<file path="src/rtl/multicycle_ctrl.sv">
// Multicycle RV32I main controller: Moore FSM stepping fetch/decode/execute/mem/writeback.
// Latency: lw 5, sw/R/I/jal 4, beq 3 cycles; no backpressure. Optional MC_ILLEGAL_TRAP_EN parks unknown ops in TRAP.
module multicycle_ctrl #(
    parameter int STATE_W = 4
) (
    input  logic       clk,
    input  logic       rst_n,
    input  logic [6:0] op,
    input  logic [2:0] funct3,
    input  logic       funct7b5,
    input  logic       zero,
    output logic [1:0] immsrc,
    output logic [1:0] alusrca,
    output logic [1:0] alusrcb,
    output logic [1:0] resultsrc,
    output logic [2:0] alucontrol,
    output logic       adrsrc,
    output logic       irwrite,
    output logic       pcwrite,
    output logic       memwrite,
    output logic       regwrite,
    output logic       illegal
);

    typedef enum logic [STATE_W-1:0] {
        S_FETCH    = STATE_W'(0),
        S_DECODE   = STATE_W'(1),
        S_MEMADR   = STATE_W'(2),
        S_MEMREAD  = STATE_W'(3),
        S_MEMWB    = STATE_W'(4),
        S_MEMWRITE = STATE_W'(5),
        S_EXECR    = STATE_W'(6),
        S_EXECI    = STATE_W'(7),
        S_ALUWB    = STATE_W'(8),
        S_JAL      = STATE_W'(9),
        S_BEQ      = STATE_W'(10),
        S_TRAP     = STATE_W'(11)
    } state_t;

    state_t     state_q, state_d;
    logic       illegal_q, illegal_d;
    logic [1:0] aluop;
    logic       branch;
    logic       pcupdate;

    always_ff @(posedge clk or negedge rst_n) begin
        if (!rst_n) begin
            state_q   <= S_FETCH;
            illegal_q <= 1'b0;
        end else begin
            state_q   <= state_d;
            illegal_q <= illegal_d;
        end
    end

    always_comb begin
        state_d   = S_FETCH;
        illegal_d = illegal_q;
        alusrca   = 2'b00;
        alusrcb   = 2'b00;
        resultsrc = 2'b00;
        aluop     = 2'b00;
        adrsrc    = 1'b0;
        irwrite   = 1'b0;
        pcupdate  = 1'b0;
        branch    = 1'b0;
        memwrite  = 1'b0;
        regwrite  = 1'b0;
        case (state_q)
            S_FETCH: begin
                alusrcb   = 2'b10;
                resultsrc = 2'b10;
                irwrite   = 1'b1;
                pcupdate  = 1'b1;
                state_d   = S_DECODE;
            end
            S_DECODE: begin
                // ALU precomputes the branch target from OldPC + immext
                alusrca = 2'b01;
                alusrcb = 2'b01;
                case (op)
                    7'b0000011, 7'b0100011: state_d = S_MEMADR;
                    7'b0110011:             state_d = S_EXECR;
                    7'b0010011:             state_d = S_EXECI;
                    7'b1101111:             state_d = S_JAL;
                    7'b1100011:             state_d = S_BEQ;
                    default: begin
`ifdef MC_ILLEGAL_TRAP_EN
                        state_d   = S_TRAP;
                        illegal_d = 1'b1;
`else
                        state_d   = S_FETCH;
`endif
                    end
                endcase
            end
            S_MEMADR: begin
                alusrca = 2'b10;
                alusrcb = 2'b01;
                state_d = op[5] ? S_MEMWRITE : S_MEMREAD;
            end
            S_MEMREAD: begin
                adrsrc  = 1'b1;
                state_d = S_MEMWB;
            end
            S_MEMWB: begin
                resultsrc = 2'b01;
                regwrite  = 1'b1;
            end
            S_MEMWRITE: begin
                adrsrc   = 1'b1;
                memwrite = 1'b1;
            end
            S_EXECR: begin
                alusrca = 2'b10;
                aluop   = 2'b10;
                state_d = S_ALUWB;
            end
            S_EXECI: begin
                alusrca = 2'b10;
                alusrcb = 2'b01;
                aluop   = 2'b10;
                state_d = S_ALUWB;
            end
            S_ALUWB: begin
                regwrite = 1'b1;
            end
            S_JAL: begin
                alusrca  = 2'b01;
                alusrcb  = 2'b10;
                pcupdate = 1'b1;
                state_d  = S_ALUWB;
            end
            S_BEQ: begin
                alusrca = 2'b10;
                aluop   = 2'b01;
                branch  = 1'b1;
            end
`ifdef MC_ILLEGAL_TRAP_EN
            S_TRAP: begin
                state_d = S_TRAP;
            end
`endif
            default: state_d = S_FETCH;
        endcase
    end

    always_comb begin
        alucontrol = 3'b000;
        case (aluop)
            2'b01: alucontrol = 3'b001;
            2'b10: begin
                case (funct3)
                    3'b000:  alucontrol = (op[5] & funct7b5) ? 3'b001 : 3'b000;
                    3'b010:  alucontrol = 3'b101;
                    3'b110:  alucontrol = 3'b011;
                    3'b111:  alucontrol = 3'b010;
                    default: alucontrol = 3'b000;
                endcase
            end
            default: alucontrol = 3'b000;
        endcase
    end

    always_comb begin
        case (op)
            7'b0100011: immsrc = 2'b01;
            7'b1100011: immsrc = 2'b10;
            7'b1101111: immsrc = 2'b11;
            default:    immsrc = 2'b00;
        endcase
    end

    assign pcwrite = pcupdate | (branch & zero);
    assign illegal = illegal_q;

endmodule

</file>
<file path="config.mk">
export PLATFORM = sky130hd
export DESIGN_NAME = multicycle_ctrl
export DESIGN_NICKNAME = d
export VERILOG_FILES = /design/src/rtl/multicycle_ctrl.sv
export SDC_FILE = /design/constraint.sdc
export NUM_CORES = 1
export LEC_CHECK = 0
export ABC_AREA = 1
export ABC_CLOCK_PERIOD_IN_PS = 2350
export BUFFER_PORTS_ARGS = -buffer_cell sky130_fd_sc_hd__buf_2
export CORE_AREA = 2 2 39 41
export DETAILED_ROUTE_END_ITERATION = 8
export DIE_AREA = 0 0 41 43
export PLACE_DENSITY = 0.73
export SETUP_SLACK_MARGIN = 0.2
export SYNTH_ARGS = -nofsm -noshare
export SYNTH_HDL_FRONTEND = slang
export SYNTH_SLANG_ARGS = --single-unit
</file>
<file path="constraint.sdc">
create_clock -name clk -period 2.35 [get_ports clk]
set_clock_uncertainty 0.1 [all_clocks]
set_input_delay 0.5875 -clock clk [delete_from_list [all_inputs] [get_ports clk]]
set_output_delay 0.5875 -clock clk [all_outputs]
set_load 0.01 [all_outputs]
</file>
==> run_results.csv <==
group,metric,value,unit
synthesis,ys_seq_area_share,18.43,%
pwr,total_power,0.5073,mW
run,maxCapViolations,0,
placement,dpl.hpwl,1.028,mm
final_layout,regMostFlops,"state_q",
critical_path,crit_arrival,1.61,ns
placement,place_area,693.2,um^2
final_layout,reg_top3,"state_q (4)",
detailed_routing,drt_iter0_markers,12,
critical_path,path_class,"reg2out",
sta,rsz0062_at_grt,"true",
critical_path,startpoint_type,"flop",
detailed_routing,viasPerCell,4.636,
global_routing,overflow,0,
pwr,p_per_area,599.8,nW/um^2
cts,worstSkewPairLatency,0.23,ns
critical_path,crit_top_cell,"nand2_4",
critical_path,required,1.66,ns
final_layout,largest_reg_flops,4,
detailed_routing,dr.pass1.iters,4,
floorplan,start_util,39.24,%
global_routing,first_global_vias,569,
floorplan,coreArea,1384,um^2
floorplan,die-area,1763,um^2
placement,dp.cells,130,
sta,setup_viol,0,
synthesis,syn_nets,103,
cts,cts_tree,"yes",
synthesis,yosysUniqueCellTypes,21,
final_layout,final_area,845.8,um^2
global_routing,grt_pass1_wl,2.132,mm
global_routing,grt_max_degree,7,
synthesis,ys_ff_latch,4,
critical_path,critPathCaptureType,"primary output",
critical_path,path_cells,"inv_2 -> nand2_4 -> nor2_4 -> ha_4 -> nand2_4 -> nor4_4 -> buf_2",
final_layout,area_growth,55.76,%
detailed_routing,wire_per_inst,9.888,um
sta,finalHoldViolations,0,
cts,htreeDepth,1,
cts,hold_buffers,0,
critical_path,crit_path_top_delay_cell,"dfrtp_1",
final_layout,nFillCells,128,
cts,cts_made_buffers,3,
sta,fin_crit_sh,97.59,%
synthesis,ys_warn_count,0,
cts,clk_path_buf_depth,2,
pwr,vdd_drop_max,309.3,uV
final_layout,antenna_cells,0,
placement,place.gp.congestion,0.7319,
floorplan,die_width,41,um
global_routing,grt.busiest_layer,"met2",
outcome,outcome,"finished clean",
floorplan,ios,31,
cts,cts.sinks,4,
synthesis,synthCells,87,
pwr,p_leak,0.4848,nW
critical_path,cpPeakStageDelay,0.36,ns
hold_path,hold_path.class,"in2async",
cts,path_clk_slew,0.04,ns
global_routing,grtUsageMet1,19.93,%
synthesis,syn_area_per_cell,6.242,um^2
detailed_routing,postRouteAntennaNets,0,
critical_path,critPathMaxFanout,5,
global_routing,grt_usage,16.85,%
placement,port_buffers,29,
sta,fin_crit,2.293,ns
detailed_routing,via_count,663,
global_routing,use_met2,30.31,%
detailed_routing,drc,0,
sta,fmax,436.1,MHz
final_layout,drive_above_1_share,56.69,%
floorplan,rows,14,
final_layout,instances_no_fill,143,
floorplan,floorplan.die.height,43,um
cts,clockRootBuffer,"clkbuf_4",
synthesis,syn_area,543.0,um^2
global_routing,antenna_found_initial,0,
sta,slew_violations,0,
final_layout,final_cell_mix,"buf_2, nand2_1, nor2_1",
final_layout,final_core_util,61.12,%
final_layout,mostFrequentLayoutCell,"buf_2",
detailed_routing,wl,1.414,mm
global_routing,grt_use_met3,1.571,%
final_layout,final_nets,145,
layout make-up:
class | instances | area (um^2) | share of cell area (%)
Clock buffer | 3 | 22.52 | 2.663
Inverter | 17 | 63.81 | 7.544
Multi-Input combinational cell | 64 | 416.7 | 49.26
Sequential cell | 4 | 102.6 | 12.13
Tap cell | 16 | 20.02 | 2.367
Timing Repair Buffer | 39 | 220.2 | 26.04
path summary, 6_finish.rpt:
check / cells after the start / end / from / slack [ns]
worst max-delay path: 7 / alucontrol[2] / state_q[3] / 0.06
worst min-delay path: 1 / state_q[1] / rst_n / 0.05
worst max register to register: 6 / state_q[3] / state_q[3] / 1.15
worst min register to register: 2 / state_q[2] / state_q[0] / 0.55
max in group asynchronous: 1 / state_q[2] / rst_n / 1.97
min in group clk: 3 / state_q[2] / op[5] / 0.55
synthesized netlist by cell type:
cell type | n | area [um^2]
nand2_1 | 21 | 78.83
nor2_1 | 12 | 45.04
inv_1 | 9 | 33.78
inv_2 | 8 | 30.03
nand2_2 | 5 | 31.28
dfrtp_1 | 4 | 100.1
nand3_1 | 4 | 20.02
a21oi_1 | 3 | 15.01
nor2_2 | 3 | 18.77
nor2_4 | 3 | 33.78
buf_4 | 2 | 15.01
ha_1 | 2 | 25.02
nand2_4 | 2 | 22.52
o21ai_1 | 2 | 10.01
conb_1 | 1 | 3.750
nand3b_1 | 1 | 7.510
nand4_1 | 1 | 6.260
nor2_8 | 1 | 20.02
nor4_1 | 1 | 6.260
o211ai_2 | 1 | 12.51
o31ai_1 | 1 | 7.510
cells by family after synthesis:
group           after synthesis  synth area share, %
buf+inv                      19                14.52
fa+ha+maj                     2                4.608
compound gates                7                8.294
other cells                   1               0.6906
simple gates                 54                53.46
flops                         4                18.43
worst max-delay path: cells and delay by family, from the launching register on:
kind	cells	cell delay (ns)
DFF	1	0.36
and+or+nand+nor	4	0.58
buffers and inverters	2	0.29
adders and majority gates	1	0.16
through the flow:
step           setup WS, ns  hold slack (ns)  TNS (ns)
2_1_floorplan        0.2069           0.1919         0
3_3_place_gp         0.2323           0.2950         0
3_5_place_dp         0.1985           0.2943         0
4_1_cts             0.03973          0.05227         0
5_1_grt            -0.02906          0.04828  -0.05035
6_report            0.05671          0.05252         0
metal layers:
metal / up-vias / share of wire (%)
met1: 288 / 40
met5: - / 0
met2: 30 / 54
met4: 0 / 0
li1: 345 / -
met3: 0 / 6.6
power by group:
group	leakage [nW]	internal, mW	switching [mW]
clock network	0.0138	0.0569	0.0248
logic	0.420	0.135	0.189
registers	0.0508	0.0831	0.0187
timing repair:
action                                  4_1_cts  5_1_grt
pin swaps                                     3        9
gates resized for setup                       2       10
buffers inserted                              4        6
endpoints found under the setup margin        3        3
No activity file was read; power rests on OpenSTA's default activity.
